===== config.mk =====
export PLATFORM = sky130hd
export DESIGN_NAME = ring_buffer_mc
export DESIGN_NICKNAME = d
export VERILOG_FILES = /design/src/rtl/ring_buffer_mc.sv
export SDC_FILE = /design/constraint.sdc
export NUM_CORES = 1
export LEC_CHECK = 0
export BUFFER_PORTS_ARGS = -buffer_cell sky130_fd_sc_hd__buf_2
export CORE_MARGIN = 2
export CORE_UTILIZATION = 45
export CTS_CLUSTER_SIZE = 10
export DETAILED_ROUTE_END_ITERATION = 7
export PLACE_DENSITY = 0.66
export REMOVE_ABC_BUFFERS = 1
export SLEW_MARGIN = 20
export SYNTH_ARGS = -nofsm -noshare
export SYNTH_HDL_FRONTEND = slang
export SYNTH_SLANG_ARGS = --single-unit

===== constraint.sdc =====
create_clock -name clk -period 5.5 [get_ports clk]
set_input_delay 0 -clock clk [delete_from_list [all_inputs] [get_ports clk]]
set_output_delay 0 -clock clk [all_outputs]
set_load 0.03 [all_outputs]

===== src/rtl/ring_buffer_mc.sv =====
// Multi-channel ring buffer: CHANNELS independent FIFOs sharing one enqueue and one dequeue port.
// Per-channel level, threshold flags and sticky error bits; popped data is registered.
module ring_buffer_mc #(
    parameter int WIDTH        = 8,
    parameter int LENGTH       = 5,
    parameter int CHANNELS     = 4,
    parameter int OVERWRITABLE = 0,
    parameter int AFULL_LVL    = LENGTH - 1,
    parameter int AEMPTY_LVL   = 1,
    parameter int CW           = (CHANNELS > 1) ? $clog2(CHANNELS) : 1,
    parameter int LW           = $clog2(LENGTH + 1)
) (
    input  logic                   clk,
    input  logic                   rst,
    input  logic                   enqueue_i,
    input  logic [CW-1:0]          enq_ch_i,
    input  logic [WIDTH-1:0]       data_i,
    input  logic                   dequeue_i,
    input  logic [CW-1:0]          deq_ch_i,
    input  logic                   clear_err_i,
    output logic [WIDTH-1:0]       data_o,
    output logic                   valid_o,
    output logic [CW-1:0]          deq_ch_o,
    output logic [CHANNELS-1:0]    full,
    output logic [CHANNELS-1:0]    empty,
    output logic [CHANNELS-1:0]    almost_full,
    output logic [CHANNELS-1:0]    almost_empty,
    output logic [CHANNELS*LW-1:0] level_o,
    output logic [CHANNELS-1:0]    overflow_o,
    output logic [CHANNELS-1:0]    underflow_o
);

    localparam int PW = (LENGTH > 1) ? $clog2(LENGTH) : 1;

    // Handshake: requests have no ready; a read accepted at edge N raises valid_o for exactly
    // the cycle after N, with data_o/deq_ch_o holding the popped word until the next accepted read.

    logic [WIDTH-1:0]    mem_q   [CHANNELS][LENGTH];
    logic [PW-1:0]       head_q  [CHANNELS];
    logic [PW-1:0]       head_d  [CHANNELS];
    logic [PW-1:0]       tail_q  [CHANNELS];
    logic [PW-1:0]       tail_d  [CHANNELS];
    logic [LW-1:0]       level_q [CHANNELS];
    logic [LW-1:0]       level_d [CHANNELS];

    logic [WIDTH-1:0]    data_q, data_d;
    logic                valid_q, valid_d;
    logic [CW-1:0]       deq_ch_q, deq_ch_d;
    logic [CHANNELS-1:0] ovf_q, ovf_d;
    logic [CHANNELS-1:0] udf_q, udf_d;

    logic                enq_valid, deq_valid;
    logic [CHANNELS-1:0] enq_sel, deq_sel;
    logic [CHANNELS-1:0] is_full, is_empty;
    logic [CHANNELS-1:0] deq_ok, enq_store, overwrite;
    logic [CHANNELS-1:0] ovf_set, udf_set;

    function automatic logic [PW-1:0] next_ptr(input logic [PW-1:0] p);
        return (int'(p) == LENGTH - 1) ? '0 : p + PW'(1);
    endfunction

    assign enq_valid = enqueue_i && (int'(enq_ch_i) < CHANNELS);
    assign deq_valid = dequeue_i && (int'(deq_ch_i) < CHANNELS);

    always_comb begin
        enq_sel   = '0;
        deq_sel   = '0;
        is_full   = '0;
        is_empty  = '0;
        deq_ok    = '0;
        enq_store = '0;
        overwrite = '0;
        ovf_set   = '0;
        udf_set   = '0;
        for (int c = 0; c < CHANNELS; c++) begin
            enq_sel[c]  = enq_valid && (int'(enq_ch_i) == c);
            deq_sel[c]  = deq_valid && (int'(deq_ch_i) == c);
            is_full[c]  = (int'(level_q[c]) == LENGTH);
            is_empty[c] = (level_q[c] == '0);
            deq_ok[c]   = deq_sel[c] && !is_empty[c];
            // A simultaneous pop frees the slot, so a full channel still accepts the write.
            enq_store[c] = enq_sel[c] && (!is_full[c] || (OVERWRITABLE != 0) || deq_ok[c]);
            overwrite[c] = enq_store[c] && is_full[c] && !deq_ok[c];
            ovf_set[c]   = enq_sel[c] && !enq_store[c];
            udf_set[c]   = deq_sel[c] && is_empty[c];
        end
    end

    always_comb begin
        for (int c = 0; c < CHANNELS; c++) begin
            head_d[c]  = (deq_ok[c] || overwrite[c]) ? next_ptr(head_q[c]) : head_q[c];
            tail_d[c]  = enq_store[c] ? next_ptr(tail_q[c]) : tail_q[c];
            level_d[c] = level_q[c];
            if (enq_store[c] && !deq_ok[c] && !is_full[c]) begin
                level_d[c] = level_q[c] + LW'(1);
            end else if (deq_ok[c] && !enq_store[c]) begin
                level_d[c] = level_q[c] - LW'(1);
            end
        end
    end

    always_comb begin
        data_d   = data_q;
        deq_ch_d = deq_ch_q;
        valid_d  = 1'b0;
        for (int c = 0; c < CHANNELS; c++) begin
            if (deq_ok[c]) begin
                data_d   = mem_q[c][head_q[c]];
                deq_ch_d = CW'(c);
                valid_d  = 1'b1;
            end
        end
        // A new error in the clearing cycle still sets its bit.
        ovf_d = (clear_err_i ? '0 : ovf_q) | ovf_set;
        udf_d = (clear_err_i ? '0 : udf_q) | udf_set;
    end

    always_ff @(posedge clk) begin
        if (rst) begin
            for (int c = 0; c < CHANNELS; c++) begin
                head_q[c]  <= '0;
                tail_q[c]  <= '0;
                level_q[c] <= '0;
            end
            data_q   <= '0;
            valid_q  <= 1'b0;
            deq_ch_q <= '0;
            ovf_q    <= '0;
            udf_q    <= '0;
        end else begin
            for (int c = 0; c < CHANNELS; c++) begin
                head_q[c]  <= head_d[c];
                tail_q[c]  <= tail_d[c];
                level_q[c] <= level_d[c];
            end
            data_q   <= data_d;
            valid_q  <= valid_d;
            deq_ch_q <= deq_ch_d;
            ovf_q    <= ovf_d;
            udf_q    <= udf_d;
        end
    end

    // Storage is deliberately left unreset.
    always_ff @(posedge clk) begin
        if (!rst) begin
            for (int c = 0; c < CHANNELS; c++) begin
                if (enq_store[c]) begin
                    mem_q[c][tail_q[c]] <= data_i;
                end
            end
        end
    end

    always_comb begin
        for (int c = 0; c < CHANNELS; c++) begin
            full[c]              = is_full[c];
            empty[c]             = is_empty[c];
            almost_full[c]       = (int'(level_q[c]) >= AFULL_LVL);
            almost_empty[c]      = (int'(level_q[c]) <= AEMPTY_LVL);
            level_o[c*LW +: LW]  = level_q[c];
        end
    end

    assign data_o      = data_q;
    assign valid_o     = valid_q;
    assign deq_ch_o    = deq_ch_q;
    assign overflow_o  = ovf_q;
    assign underflow_o = udf_q;

endmodule

==> results.toml <==
[detailed_routing]
drc = 0
avgRoutedWirePerCell_um = 19.20
antenna_left = 0
vias = 6154
vias_per_cell = 5.646
drt_iter0_markers = 549
firstDrtPassIters = 5
drt_wl_total_mm = 20.93

[worst_setup_path]
rr_worst_depth = 6
critPathLaunchType = "flip-flop"
critPathKind = "flip-flop to flip-flop"
crit_arrival_ns = 2.81
required_ns = 5.62
cp_max_fo = 8
crit_path_end_kind = "flip-flop"

[clock_tree]
root_buffer = "clkbuf_16"
holdBufCountCts = 17
ctsResizeCount = 0
clkTransAtPathRegs_ns = 0.06
cts_buffers = 25
post_cts_buffers = 0
insertion_delay_ns = 0.51
clockBufferDepth = 3
htreeDepth = 1
cts.sinks = 215
cts_tree = "built"

[logic_synthesis]
yosysTopAreaCell = "edfxtp_1"
synthArstFlopShare_pct = 0
syn_area_sq_um = 9464
ys.flop_type = "edfxtp_1"
ys_ff_latch = 215
yosysWarnings = 0
synthCells = 718
ys_types = 64
synthTopCellsByCount = "160 x edfxtp_1, 57 x a21oi_1, 57 x nor2_1, 55 x dfxtp_1, 44 x nand2_1"
yosys-top-cells-area = "edfxtp_1 51%, dfxtp_1 12%, ha_1 4.2%"
synth_top_cell_area_share_pct = 50.77
synth_area_per_cell_sq_um = 13.18
synth-seq-area-share_pct = 62.40
synth_edf_count = 160
post-synth-top-count-cell = "edfxtp_1"

[flow_run]
cap_violations = 0

[global_route]
grt_pass1_wl_mm = 32.76
grtUsageTotal_pct = 18.98
grt_max_degree = 25
antenna_found_initial = 0
gr-total-overflow = 0
grt_pass1_vias = 6157

[power]
power.density_nw_per_um2 = 315.6
ir_drop_v = 0.0001943
p_leak_nw = 3.843

[die]
fp.dieH_um = 149.0
initial_utilization_pct = 45.45
dieArea_sq_um = 22210
fp.coreArea_sq_um = 20820
die_w_um = 149.0
ios = 64
rows = 53

[place]
placed_cells = 1028
pre_cts_ws_ns = 2.792
io_buffers = 63
place_area_sq_um = 9997
gp_congestion = 0.8296
hpwl_mm = 13.99

[min_path]
hold_path.class = "input pin to flip-flop"
holdPathStages = 4

[timing]
setup_viol = 0
fin_skew_ns = 0.01091
final-max-slew-violation-count = 0
setup_tns_ns = 0
max_freq_mhz = 371.9
fin_ws_ns = 2.811
finalHoldViolCount = 0
post-route-min-period_ns = 2.689
timing.slew.headroom_pct = 35.61
worst_pin_slew_ns = 0.9585
rsz0062_at_grt = "false"
final.period_utilization_pct = 48.89

[layout]
fillers = 1759
diodes = 0
drive_gt1_share_pct = 19.63
instances_no_fill = 1090
nets = 846
final_area_sq_um = 10890
synthToLayoutAreaGrowth_pct = 15.10

[status]
outcome = "completed"
==> metal layers <==
layer	up-vias	GRT usage [%]	routed length [um]
li1	2869	-	-
met1	3074	24.46	8888
met2	179	32.86	10470
met3	32	3.884	1249
met4	0	4.857	318
met5	-	0	0
==> critical path, cell delays in order (launching register included) <==
cell     delay, ns
dfxtp_1       0.41
inv_1         0.13
ha_1          0.23
nand2_1       0.14
o21ai_1       0.21
or3_1         0.43
nor3_1        0.75
==> final cells by class <==
class / instances / area, sq um / area share (%)
multi-input combinational: 436 / 3283 / 30.14
clock buffer: 42 / 689.4 / 6.329
tap: 275 / 344.1 / 3.159
inverter: 33 / 123.9 / 1.137
clock inverter: 3 / 16.27 / 0.1493
sequential: 215 / 5906 / 54.22
timing repair buffer: 86 / 530.5 / 4.870
==> power by group <==
part / switching (mW) / leakage [nW] / internal, mW
clock: 0.587 / 0.336 / 0.846
sequential: 0.0185 / 1.89 / 1.76
combinational: 0.153 / 1.62 / 0.0741
total: 0.758 / 3.84 / 2.68
==> cells by family after synthesis <==
group / count (synthesis) / share of synthesized area (%)
flops: 215 / 62.40
simple gates: 185 / 10.35
compound gates: 149 / 11.04
buf+inv: 67 / 3.120
mux: 65 / 8.395
fa+ha+maj: 32 / 4.231
xor+xnor: 5 / 0.4627
==> sequential cells by signal (all words and copies together), names as in the netlist <==
| signal | cells |
|---|---|
| level_q | 12 |
| underflow_o | 4 |
| valid_o | 1 |
| deq_ch_o | 2 |
| overflow_o | 4 |
| head_q | 12 |
| tail_q | 12 |
| data_o | 8 |
| mem_q | 160 |
==> final timing paths <==
path | startpoint | to | slack (ns)
setup / recovery | level_q[0][7]$_SDFFE_PP0P_ | mem_q[2][27]$_DFFE_PP_ | 2.81
hold / removal | enqueue_i | overflow_o[1]$_SDFF_PP0_ | 0.06
setup reg to reg | level_q[0][7]$_SDFFE_PP0P_ | mem_q[2][27]$_DFFE_PP_ | 2.81
hold reg to reg | overflow_o[1]$_SDFF_PP0_ | overflow_o[1]$_SDFF_PP0_ | 0.48
==> cell usage in the layout (no fill, tap or decap), types with 13 or more instances in the layout <==
cell           synthesis  layout
a211oi_1              17      17
ha_1                  32      32
mux2i_1               22      22
dfxtp_1               55      55
clkbuf_1              14      17
clkbuf_16              0      25
a21oi_1               57      57
edfxtp_1             160     160
mux2_2                35      35
dlygate4sd3_1          0      17
nor2_1                57      57
nand2_1               44      44
buf_2                 14      63
inv_1                 33      33
a22oi_1               27      27
nor3_1                16      13
==> through the flow <==
stage	util (%)	power, mW	hold slack, ns
final	52.31	3.438	0.06425
after detailed placement	48.01	2.028	0.3704
after global placement	48.01	2.019	0.3373
after CTS	52.22	3.472	0.04114
after global routing	52.31	3.560	0.09150
after floorplan	-	1.938	0.06465
(Power assumes the default switching activity.)
